### src/rtl/fifo_wr_ctrl.sv
// -----------------------------------------------------------------------------
// fifo_wr_ctrl
//   Write-side pointer and flag controller for an asynchronous FIFO. All logic
//   runs in the write clock domain. It keeps the binary and Gray write pointers,
//   synchronises the read-domain Gray pointer, and produces the full flag,
//   occupancy and a sticky overflow flag.
//
// Optional feature macro: FIFO_AFULL_EN (adds the registered almost_full_o)
//
// Ports
//   wr_clk         in   write-domain clock, rising edge
//   wr_rst_n       in   synchronous active-low reset
//   wr_en_i        in   producer write request
//   rd_ptr_gray_i  in   read pointer (Gray), asynchronous to wr_clk
//   wr_addr        out  memory write address (low bits of binary pointer)
//   full           out  registered full flag
//   wr_ptr_gray_o  out  registered Gray write pointer, to the read domain
//   wr_count_o     out  registered conservative occupancy, 0..DEPTH
//   overflow_o     out  sticky: write requested while full
//   almost_full_o  out  occupancy >= AFULL_THRESH (FIFO_AFULL_EN only)
// -----------------------------------------------------------------------------
module fifo_wr_ctrl #(
  parameter int DEPTH        = 8,
  parameter int ADDR_W       = 3,
  parameter int AFULL_THRESH = 6
) (
  input  logic              wr_clk,
  input  logic              wr_rst_n,
  input  logic              wr_en_i,
  input  logic [ADDR_W:0]   rd_ptr_gray_i,
  output logic [ADDR_W-1:0] wr_addr,
  output logic              full,
  output logic [ADDR_W:0]   wr_ptr_gray_o,
  output logic [ADDR_W:0]   wr_count_o,
`ifdef FIFO_AFULL_EN
  output logic              almost_full_o,
`endif
  output logic              overflow_o
);

  // Elaboration-time sanity checks on the configuration.
  if (ADDR_W < 2 || DEPTH != (1 << ADDR_W)) begin : g_bad_depth
    $error("fifo_wr_ctrl: DEPTH must be 2**ADDR_W and at least 4");
  end
  if (AFULL_THRESH < 1 || AFULL_THRESH > DEPTH) begin : g_bad_thresh
    $error("fifo_wr_ctrl: AFULL_THRESH must lie in 1..DEPTH");
  end

  logic [ADDR_W:0] r_wbin;
  logic [ADDR_W:0] r_wgray;
  logic [ADDR_W:0] r_rq1;
  logic [ADDR_W:0] r_rq2;
  logic            r_full;
  logic [ADDR_W:0] r_count;
  logic            r_overflow;

  logic            w_accept;
  logic [ADDR_W:0] w_wbin_next;
  logic [ADDR_W:0] w_wgray_next;
  logic [ADDR_W:0] w_rbin_s;
  logic [ADDR_W:0] w_count_next;
  logic            w_full_next;

  // Same gating as the memory, so pointer and stored data never diverge.
  assign w_accept     = wr_en_i & ~r_full;
  assign w_wbin_next  = r_wbin + {{ADDR_W{1'b0}}, w_accept};
  assign w_wgray_next = w_wbin_next ^ (w_wbin_next >> 1);

  // Gray-to-binary of the synchronised read pointer: bit i is the XOR of all
  // bits at and above i.
  // NOTE: every variable written in always_comb gets a default first, so no
  // path can leave it unassigned and infer a latch.
  always_comb begin
    w_rbin_s = '0;
    for (int i = 0; i <= ADDR_W; i++) begin
      w_rbin_s[i] = ^(r_rq2 >> i);
    end
  end

  // Full when the write pointer is exactly one lap ahead: top two Gray bits
  // inverted, the rest equal.
  assign w_full_next  = (w_wgray_next ==
                         {~r_rq2[ADDR_W:ADDR_W-1], r_rq2[ADDR_W-2:0]});
  // Uses the stale synchronised read pointer, so occupancy is never understated.
  assign w_count_next = w_wbin_next - w_rbin_s;

`ifdef FIFO_AFULL_EN
  localparam logic [ADDR_W:0] AFULL_T = AFULL_THRESH[ADDR_W:0];
  logic r_afull;
`endif

  // NOTE: reset is sampled on the clock edge only; there is deliberately no
  // asynchronous clear, so wr_rst_n is absent from the sensitivity list.
  // NOTE: state uses non-blocking assignments so every flop samples the
  // pre-edge values, which the two-stage synchroniser depends on.
  always_ff @(posedge wr_clk) begin
    if (!wr_rst_n) begin
      r_wbin     <= '0;
      r_wgray    <= '0;
      r_rq1      <= '0;
      r_rq2      <= '0;
      r_full     <= 1'b0;
      r_count    <= '0;
      r_overflow <= 1'b0;
`ifdef FIFO_AFULL_EN
      r_afull    <= 1'b0;
`endif
    end else begin
      r_wbin  <= w_wbin_next;
      r_wgray <= w_wgray_next;
      r_rq1   <= rd_ptr_gray_i;
      r_rq2   <= r_rq1;
      r_full  <= w_full_next;
      r_count <= w_count_next;
      if (wr_en_i && r_full) begin
        r_overflow <= 1'b1;
      end
`ifdef FIFO_AFULL_EN
      r_afull <= (w_count_next >= AFULL_T);
`endif
    end
  end

  assign wr_addr       = r_wbin[ADDR_W-1:0];
  assign full          = r_full;
  assign wr_ptr_gray_o = r_wgray;
  assign wr_count_o    = r_count;
  assign overflow_o    = r_overflow;
`ifdef FIFO_AFULL_EN
  assign almost_full_o = r_afull;
`endif

endmodule

### config.mk
export PLATFORM = sky130hd
export DESIGN_NAME = fifo_wr_ctrl
export DESIGN_NICKNAME = d
export VERILOG_FILES = /design/src/rtl/fifo_wr_ctrl.sv
export SDC_FILE = /design/constraint.sdc
export NUM_CORES = 1
export LEC_CHECK = 0
export ABC_AREA = 0
export CAP_MARGIN = 20
export CORE_MARGIN = 1
export CORE_UTILIZATION = 51
export CTS_CLUSTER_SIZE = 14
export DETAILED_ROUTE_END_ITERATION = 8
export HOLD_SLACK_MARGIN = 0.1
export MAX_ROUTING_LAYER = met4
export PLACE_DENSITY = 0.83
export SYNTH_ARGS = -nofsm -noshare
export SYNTH_HDL_FRONTEND = slang
export SYNTH_SLANG_ARGS = --single-unit
### constraint.sdc
create_clock -name wr_clk -period 3.6 [get_ports wr_clk]
set_input_delay 0.54 -clock wr_clk [delete_from_list [all_inputs] [get_ports wr_clk]]
set_output_delay 0.54 -clock wr_clk [all_outputs]
set_load 0.1 [all_outputs]
==> impl_results.md, run 1 <==
- Max-Cap Viols: 0
- Post-CTS setup buffers: 0
- Worst path slowest cell: clkdlybuf4s50_1
- CP Launch Type: register
- Reg power frac: approximately 44%
- CP delay by family, top: buffers and inverters
- Width of the die: 44.0 um
- Share of cells above drive strength 1: between 6 and 7%
- Htree depth: 1
- Antenna-violating nets left: 0
- CP peak stage delay: 1.17 ns
- Post-synthesis adder-cell area fraction: 5.57%
- Layout net count: 117
- Sum of negative setup slack: 0 ns
- Rows: 14
- Peak supply drop: roughly 0.38 mV
- PortBufs: 19
- WHS Endpoint: r_rq2[2]
- Pin count of the biggest net entering global routing: 22
- Hold crit path type: register to register
- Worst reg2reg path depth: 8
- Fin crit share: 68.7%
- Leakage: 0.476 nW
- Reg2reg start: r_rq2[3]
- First-pass DRT Iterations: 6
- Routability congestion estimate: 0.707
- Net Sw Frac: 38.5%
- Initial DRC Count: 12
- Post_cts resized: 0
- Largest family of logic cells by synthesized area: simple AND/OR/NAND/NOR gates
- All-Layer GR Usage: 17.8%
- Cells after synthesis: 85
- Post-synthesis mux area share: around 4.5%
- # setup viols final: 0
- Num CTS Buffers: 3
- Grt total ovfl: 0
- Post-Syn Area per Cell: 10.6 um^2
- Reg-to-reg slack, setup: 1.34 ns
- XOR/XNOR Fraction of Synth Area: 17.1%
- Antenna violations before repair: 0
- Antenna cells: 0
- Pre-CTS WS: 0.948 ns
- Max Fclk: approximately 0.40 GHz
- Compound-Gate Fraction of Synth Area: between 4 and 5%
- Total die area: roughly 1900 um^2
- Max FO, Critical Path: 5
- Vias per inst: 5.07
- Initial core utilization: 57.0%
- Fin crit period: 2.47 ns
- Final Hold Fails: 0
- Max Root-Sink Buffers: 2
- Wirelength, routed: 1370 um
- Syn Std Cell Area: 898 um^2
- CTS Hold Bufs: 0
- Critical path type: register to output port
- Clock Skews: 0.00886 ns
- Crit path DAT: approximately 1.9 ns
- CP bufs+invs: 1
- Syn_nets: 96
- CP Cell Sequence: clkdlybuf4s50_1
- Via count: slightly above 600
- Netlist cell types: 22
- CTS tree: done
- Synth Register Bits: 21
- First-pass GRT wire length: 2370 um
- Drt drc: 0
- Hold depth: 1
- Crit path capture type: output port
- Post-Synth Simple-Gate Area: 18.8%
- Placeable Area: 1580 um^2
- Clk sinks: 21
- Crit Reg-Reg Endpoint: wr_count_o[3]
- Clk_lat worst skew: 0.31 ns
- Register clock-pin slew on the reported worst setup and hold paths: ~0.11 ns
- I/O pins: 20
- Worst-Margin Slew: 0.973 ns
- Fill count: 127
- DP HPWL: 1020 um
- CTS root buffer: clkbuf_4
- Power Internal: about 0.36 mW
- RSZ-0062 raised after global routing: no
- Clk pwr share: 19.7%
- YS warnings: 0
- Area growth from synthesis to layout: 25.5%
- Status: completed
- Gate power share: a little over a third
- Die height: about 44 um
- P_sw: 0.223 mW
- Slew margin rel.: 34.9%
- PD cells: 513 nW/um^2
- Crit path required time: 3.06 ns
- Vias in the first global route: about 580
- Post-synthesis sequential area ratio: 46.8%
- Worst setup margin: 1.13 ns
- Max Slew Vio Count: 0
- Hold Crit Start: r_rq1[2]
- Wire per inst: 11.3 um
==> state kept, by name, indices dropped and copies added (netlist names) <==
register	cells
full	1
overflow_o	1
r_rq1	4
r_rq2	4
r_wbin	4
wr_count_o	4
wr_ptr_gray_o	3
==> worst max-delay path by stage <==
stage | from | end | depth (start not counted)
2_1_floorplan | full | wr_count_o[2] | 8
3_3_place_gp | wr_en_i | wr_count_o[2] | 8
3_5_place_dp | wr_en_i | wr_count_o[2] | 8
4_1_cts | r_wbin[2] | wr_addr[2] | 1
5_1_grt | r_wbin[2] | wr_addr[2] | 1
6_report | r_wbin[2] | wr_addr[2] | 1
==> power by group through the flow <==
stage	Sequential, mW	Clock (mW)	Combinational [mW]
2_1_floorplan	0.365	0	0.0596
3_3_place_gp	0.262	0	0.205
3_5_place_dp	0.263	0	0.207
4_1_cts	0.257	0.120	0.208
5_1_grt	0.259	0.125	0.218
6_report	0.257	0.114	0.207
==> cell usage after synthesis <==
master,n,area share (%)
mux2i_1,4,4.5
a21boi_0,1,0.84
nand2b_1,3,2.1
nand2_1,4,1.7
dfxtp_1,21,47
ha_1,4,5.6
xor2_1,6,5.8
xnor2_2,1,1.8
or3_1,1,0.70
nand3_1,1,0.56
nor2b_1,3,2.1
xnor2_1,7,6.8
nor2_1,1,0.42
clkbuf_1,3,1.3
and2_1,15,10
o21ai_0,1,0.56
and3_2,1,0.84
a211oi_1,1,0.84
a21oi_1,2,1.1
inv_1,3,1.3
xor3_1,1,2.6
a211oi_2,1,1.4
==> cells in the final DEF, fill, tap and decap left out, types with 2 or more instances in the layout <==
| cell type | count |
|---|---|
| ha_1 | 4 |
| nand2_1 | 4 |
| xor2_1 | 6 |
| nor2b_1 | 3 |
| and2_1 | 15 |
| dfxtp_1 | 21 |
| clkdlybuf4s50_1 | 19 |
| inv_1 | 3 |
| xnor2_1 | 7 |
| a21oi_1 | 2 |
| nand2b_1 | 3 |
| clkbuf_4 | 3 |
| mux2i_1 | 4 |
==> metrics by stage <==
stage / utilization [%] / cell area (um^2) / hold WS, ns / power [mW] / cells
finish: 71.5 / 1130 / 0.445 / 0.579 / 121
global route: 71.5 / 1130 / 0.475 / 0.603 / 121
CTS: 71.5 / 1130 / 0.451 / 0.585 / 121
detailed placement: 69.6 / 1100 / 0.423 / 0.470 / 117
global placement: 69.6 / 1100 / 0.415 / 0.467 / 117
floorplan: - / 898 / 0.412 / 0.425 / 85
==> cell type report <==
type,count,area (um^2),share of cell area [%]
sequential,21,420,37.3
inverter,3,11.3,0.999
clock inverter,1,7.51,0.666
multi-input combinational,58,455,40.4
timing repair buffer,19,190,16.9
tap,16,20.0,1.78
clock buffer,3,22.5,2.00
==> kinds of logic after synthesis <==
family,after synthesis
AOI/OAI and AO/OA,6
xor gates and xnor gates,15
adders and majority gates,4
buffers and inverters,6
DFF,21
muxes,4
and+or+nand+nor,29
==> routing by layer <==
layer / vias up / share of wire, % / global-route usage [%] / wire length, um
met1: 272 / 45 / 19.0 / 614
met4: 0 / 1.5 / 10.9 / 21
li1: 311 / - / - / -
met2: 27 / 48 / 30.7 / 654
met5: - / 0 / - / 0
met3: 4 / 5.7 / 2.50 / 78
Note: power is estimated with default switching activity, not from simulation.
==> inputs of run 2 (changes only) <==
--- a/config.mk
+++ b/config.mk
@@ -8,12 +8,12 @@
 export ABC_AREA = 0
 export CAP_MARGIN = 20
 export CORE_MARGIN = 1
-export CORE_UTILIZATION = 51
+export CORE_UTILIZATION = 48
 export CTS_CLUSTER_SIZE = 14
 export DETAILED_ROUTE_END_ITERATION = 8
 export HOLD_SLACK_MARGIN = 0.1
 export MAX_ROUTING_LAYER = met4
-export PLACE_DENSITY = 0.83
+export PLACE_DENSITY = 0.79
 export SYNTH_ARGS = -nofsm -noshare
 export SYNTH_HDL_FRONTEND = slang
 export SYNTH_SLANG_ARGS = --single-unit
==> constraint.sdc (replaced) <==
create_clock -name wr_clk -period 2.4 [get_ports wr_clk]
set_input_delay 0.36 -clock wr_clk [delete_from_list [all_inputs] [get_ports wr_clk]]
set_output_delay 0.36 -clock wr_clk [all_outputs]
set_load 0.1 [all_outputs]
==> run 2 against run 1 <==
  * Clock power increased by 48%
  * Die area increased by 6.0%
  * Register-to-register slack got worse by 0.91 ns
  * Sequential cell count unchanged
==> impl_results.md, run 2 (synthesis results as in run 1) <==
- Critical path type: input port to register (was register to output port)
- Hold crit path type: register to register (unchanged)
- Crit Reg-Reg Endpoint: wr_count_o[3] (unchanged)
- CP peak stage delay: 0.43 ns (was 1.17 ns)
- Sum of negative setup slack: 0 ns (unchanged)
- Fin crit period: 2.13 ns
- Total die area: 2050 um^2 (was 1930 um^2)
- Layout net count: 123 (was 117)
- Crit path required time: 2.64 ns (was 3.06 ns)
- Rows: 15 (was 14)
- Fin crit share: between 80% and 90%
- Critical Path Most Common Cell: ha_1
- Via count: 628 (was 614)
- Max FO, Critical Path: 5 (unchanged)
- CP delay by family, top: adder cells (was buffers and inverters)
- Max Slew Vio Count: 0 (unchanged)
- Reg-to-reg slack, setup: 0.43 ns (was 1.34 ns)
- Vias per inst: 4.62 (was 5.07)
- M1 WL: 621 um (was 614 um)
- First-pass DRT Iterations: 2 (was 6)
- WL met2: 802 um (was 654 um)
- Crit path capture type: register (was output port)
- Met3 Wirelength: 47 um (was 78 um)
- Status: completed (unchanged)
- Post_cts resized: 0 (unchanged)
- Routability congestion estimate: 0.756 (was 0.707)
- Register clock-pin slew on the reported worst setup and hold paths: 0.11 ns (about the same)
- Crit path DAT: 2.37 ns (was 1.93 ns)
- Top routing layer in use: met4 (unchanged)
- First-pass GRT wire length: 2450 um (was 2370 um)
- Fill count: 140 (was 127)
- Drt drc: 0 (unchanged)
- Reg2reg start: r_rq2[3] (unchanged)
- Max-Cap Viols: 0 (unchanged)
- Width of the die: 45.3 um (was 44.0 um)
- Post-CTS setup buffers: 0 (unchanged)
- Max Fclk: 0.470 GHz
- Antenna cells: 0 (unchanged)
- Max Root-Sink Buffers: 2 (unchanged)
- Final Hold Fails: 0 (unchanged)
- PD cells: 759 nW/um^2 (was 513 nW/um^2)
- Slew margin rel.: 66.3% (was 34.9%)
- Register area: 423 um^2 (was 420 um^2)
- DP HPWL: 1160 um (was 1020 um)
- Antenna-violating nets left: 0 (unchanged)
- Worst reg2reg path depth: 8 (unchanged)
- CP bufs+invs: 1 (unchanged)
- Wirelength, routed: 1520 um (was 1370 um)
- Peak supply drop: 0.437 mV (was 0.380 mV)
- Initial core utilization: 51.5% (was 57.0%)
- Leakage: 0.531 nW (was 0.476 nW)
- Vias in the first global route: 618 (was 578)
- Most frequent cells in the layout: dfxtp_1 (19), buf_4 (19), and2_1 (15), xnor2_1 (7) (was dfxtp_1 (21), clkdlybuf4s50_1 (19), and2_1 (15), xnor2_1 (7), xor2_1 (6))
- Placeable Area: 1750 um^2 (was 1580 um^2)
- CP Launch Type: input port (was register)
- WP depth: 8 (was 1)
- Grt total ovfl: 0 (unchanged)
- CP Cell Sequence: clkdlybuf4s50_1 > nor2b_1 > ha_1 > ha_1 > xor2_1 > ha_1 > mux2i_1 > mux2i_1 (was clkdlybuf4s50_1)
- Clk sinks: 21 (unchanged)
- Wire per inst: 11.1 um (was 11.3 um)
- Num CTS Buffers: 3 (unchanged)
- Hold depth: 1 (unchanged)
- Clock Skews: 0.00745 ns (was 0.00886 ns)
- I/O pins: 20 (unchanged)
- Area of the multi-input gates: 455 um^2 (unchanged)
- All-Layer GR Usage: 17.8% (about the same)
- Die height: 45.3 um (was 44.0 um)
- Crit. Startpoint: wr_en_i (was r_wbin[2])
- Initial DRC Count: 1 (was 12)
- Pin count of the biggest net entering global routing: 22 (unchanged)
- PortBufs: 19 (unchanged)
- CTS Hold Bufs: 0 (unchanged)
- Clk_lat worst skew: 0.31 ns (about the same)
- # setup viols final: 0 (unchanged)
- Share of cells above drive strength 1: 24.3% (was 6.67%)
- Crit path capture: wr_count_o[2] (was wr_addr[2])
- Worst-Margin Slew: 0.503 ns (was 0.973 ns)
- Worst path slowest cell: clkdlybuf4s50_1 (unchanged)
- Antenna violations before repair: 0 (unchanged)
- Worst setup margin: 0.271 ns (was 1.13 ns)
- CTS root buffer: clkbuf_4 (unchanged)
- Htree depth: 1 (unchanged)
- Pre-CTS WS: -0.0560 ns (was 0.948 ns)
- RSZ-0062 raised after global routing: no (unchanged)
- Area growth from synthesis to layout: 28.0% (was 25.5%)
- CTS tree: done (unchanged)
==> run 2: worst min path at each step <==
stage | from | end | slack (ns)
2_1_floorplan | r_rq1[0] | r_rq2[0] | 0.41
3_3_place_gp | r_rq1[2] | r_rq2[2] | 0.41
3_5_place_dp | r_rq1[1] | r_rq2[1] | 0.42
4_1_cts | r_rq1[0] | r_rq2[0] | 0.44
5_1_grt | r_rq1[1] | r_rq2[1] | 0.46
6_report | r_rq1[0] | r_rq2[0] | 0.44
==> run 2: report_power, final <==
part / switching (mW) / internal, mW / total, mW
sequential: 0.0110 / 0.376 / 0.387
combinational: 0.219 / 0.0980 / 0.317
clock: 0.104 / 0.0649 / 0.169
==> run 2: worst register-to-register path, delay by kind of cell (launching register included) <==
kind	cells	cell delay, ns
AO/OA/AOI/OAI	1	0.27
AND/OR/NAND/NOR	2	0.21
XOR/XNOR	3	0.62
adder cells (fa/ha/maj)	1	0.23
multiplexers	1	0.20
flip-flops	1	0.39
==> run 2: metal layers <==
metal / GRT usage, % / vias to the layer above
met3: 2.40 / 5
met5: - / -
li1: - / 326
met2: 32.5 / 17
met4: 12.7 / 0
met1: 17.0 / 280
==> run 2: per-stage QoR <==
stage | total power [mW] | hold WS (ns) | utilization, % | cell area (um^2) | std cells
floorplan | 0.638 | 0.412 | - | 901 | 85
global placement | 0.707 | 0.413 | 64.4 | 1120 | 132
detailed placement | 0.713 | 0.423 | 64.4 | 1120 | 132
CTS | 0.881 | 0.444 | 65.9 | 1150 | 136
global route | 0.914 | 0.456 | 65.9 | 1150 | 136
finish | 0.872 | 0.439 | 65.9 | 1150 | 136
==> run 2: cell type report <==
type / count / area share [%]
repair buffers: 25 / 17.6
well taps: 25 / 2.72
flip-flops and latches: 21 / 36.8
inverters: 3 / 0.979
clock buffers: 4 / 2.29
multi-input cells: 58 / 39.6
==> inputs of run 3 (changes only) <==
--- a/config.mk
+++ b/config.mk
@@ -11,7 +11,7 @@
 export CORE_UTILIZATION = 48
 export CTS_CLUSTER_SIZE = 14
 export DETAILED_ROUTE_END_ITERATION = 8
-export HOLD_SLACK_MARGIN = 0.1
+export HOLD_SLACK_MARGIN = 0.12
 export MAX_ROUTING_LAYER = met4
 export PLACE_DENSITY = 0.79
 export SYNTH_ARGS = -nofsm -noshare
==> results of run 3 <==
Final layout, timing and power as in run 2 (identical DEF).
==> RTL edit: new RTL, flow settings as in run 3 <==
The option `FIFO_AFULL_EN` is turned on by a define.
--- a/src/rtl/fifo_wr_ctrl.sv
+++ b/src/rtl/fifo_wr_ctrl.sv
@@ -19,6 +19,8 @@
 //   overflow_o     out  sticky: write requested while full
 //   almost_full_o  out  occupancy >= AFULL_THRESH (FIFO_AFULL_EN only)
 // -----------------------------------------------------------------------------
+`define FIFO_AFULL_EN
+
 module fifo_wr_ctrl #(
   parameter int DEPTH        = 8,
   parameter int ADDR_W       = 3,
Behaviour (old outputs only; new: almost_full_o): unchanged (equiv_simple and equiv_induct, registers matched by name and starting in step).
==> RTL edit against run 3 <==
Final cell count down 1.5%. Non-clock buffer count up 3. Critical path type unchanged. Fmax down 9.8%. Clock skew down 0.0020 ns. Setup slack worse by 0.23 ns. Cell area up 3.6%. Combinational power up 23%. Synthesized area down 0.14%. Sequential power up 5.9%. Sequential cell count up 1. Power up 11%. Routed wire length down 4.1%.
==> RTL edit: results (changes against run 3) <==
layout:
  num_antenna_cells: 0  # unchanged
  drive_above_1_share_pct: 32.11  # +7.8 points
  final_nets: 123  # unchanged
timing:
  worstMarginPinSlew_ns: 0.3302  # -0.1732 ns
  finalClockSkew_ns: 0.005408  # -0.002042 ns
  hold_ws_ns: 0.4440  # +0.005058 ns
worst_hold_path:
  hold_class: "reg -> reg"
  holdPathEnd: "r_rq2[1]"
  min_path_cells: 1  # unchanged
  worstHoldStart: "r_rq1[1]"
clock_network:
  post-cts-setup-buffers: 0  # unchanged
  cts_max_path_buffers: 2  # unchanged
  insertion_delay_ns: 0.30
  root_buffer: "clkbuf_4"
  h-tree-depth: 1  # unchanged
  path_clk_slew_ns: 0.11  # about the same
  cts_buffers: 3  # unchanged
  post_cts_resize_count: 0  # unchanged
logic_synthesis:
  async_flop_share_pct: 0  # unchanged
  synthTopCellsByCount: "22 x dfxtp_1, 15 x and2_1, 8 x xnor2_1"
  ys.flop_type: "dfxtp_1"
  ys_seq_area_share_pct: 49.09  # +2.3 points
  yosysWarnings: 0  # unchanged
  ys_top_cells_by_area: "dfxtp_1 49%, and2_1 10%, xnor2_1 7.8%"
  yosysUniqueCellTypes: 20  # -9.1%
  syn_area_per_cell_um2: 11.36  # +7.4%
  syn-num-nets: 92  # -4.2%
worst_setup_path:
  rr_endpoint: "almost_full_o"
  reg2reg_from: "r_rq2[3]"
  cp_top_family: "simple AND/OR/NAND/NOR gates"
  r2r_slack_ns: 0.21  # -0.22 ns
  rr_worst_depth: 8  # unchanged
  slowest_delay_ns: 0.50  # +0.07 ns
  cp_max_fo: 2  # -3
  crit_slowest_cell: "or4b_4"
detailed_routing:
  wl_per_cell_um: 10.84  # -2.7%
  vias_per_cell: 4.500  # -2.5%
  first_pass_iters: 2  # unchanged
  drt-total-wl_um: 1453  # -4.1%
  drt_iter0_drc: 2  # +1
placed_design:
  dp.cells: 129  # -2.3%
  port_buffers: 20  # +1
  dpl_cell_area_mm2: 0.001145  # +1.9%
  place_hpwl_um: 1089  # -6.5%
  gp_congestion: 0.7163  # -5.3%
power:
  p_leak_nw: 0.5540  # +4.4%
  peakVddDrop_mv: 0.4594  # +5.0%
global_routing:
  grt_use_total_pct: 17.62  # -0.22 points
  grt_max_degree: 16  # -27%
  grt_pass1_wl_um: 2352  # -4.0%
  grt_pass1_vias: 577  # -6.6%
  antenna_found_initial: 0  # unchanged
run_status:
  outcome: "completed"
[RTL edit: final cells by class]
class | count | area [um2]
clock buffer | 4 | 26.28
fill | 137 | 554.3
inverter | 4 | 15.01
multi-input combinational | 51 | 446.7
sequential | 22 | 446.7
tap | 25 | 31.28
timing repair buffer | 28 | 225.2
[RTL edit: metrics by stage]
step	util, %	power, mW	worst slack, ns
5_1_grt	68.24	1.020	-0.01927
2_1_floorplan	-	0.7193	0.03348
3_3_place_gp	65.59	0.8029	-0.2172
4_1_cts	67.10	0.9801	0.01369
3_5_place_dp	65.59	0.8073	-0.2957
6_report	68.24	0.9692	0.03901
[RTL edit: routing by layer]
metal	track usage, %	up-vias	share of wire [%]
met5	-	-	0
met3	2.400	4	3.0
met2	28.12	16	49
met4	12.73	0	3.2
li1	-	309	-
met1	20.10	274	45
[RTL edit: how the worst max path moves through the flow]
| stage | start | endpoint | slack (ns) | cells after the start |
|---|---|---|---|---|
| final | wr_en_i | almost_full_o | 0.04 | 9 |
| after global routing | wr_en_i | almost_full_o | -0.02 | 9 |
| after CTS | wr_en_i | almost_full_o | 0.01 | 9 |
| after detailed placement | wr_en_i | almost_full_o | -0.30 | 9 |
| after global placement | wr_en_i | almost_full_o | -0.22 | 9 |
| after floorplan | r_wbin[0] | almost_full_o | 0.03 | 7 |
[RTL edit: power by group]
part           internal (mW)  switching, mW  leakage [nW]
clock                 0.0649          0.105        0.0150
combinational          0.116          0.274         0.356
sequential             0.398         0.0120         0.183
total                  0.579          0.390         0.554
[RTL edit: logic make-up after synthesis]
family | after synthesis | share of synthesized area (%)
compound gates | 5 | 4.463
xor+xnor | 14 | 15.34
fa+ha+maj | 6 | 9.205
buf+inv | 6 | 2.510
flops | 22 | 49.09
simple gates | 26 | 19.39
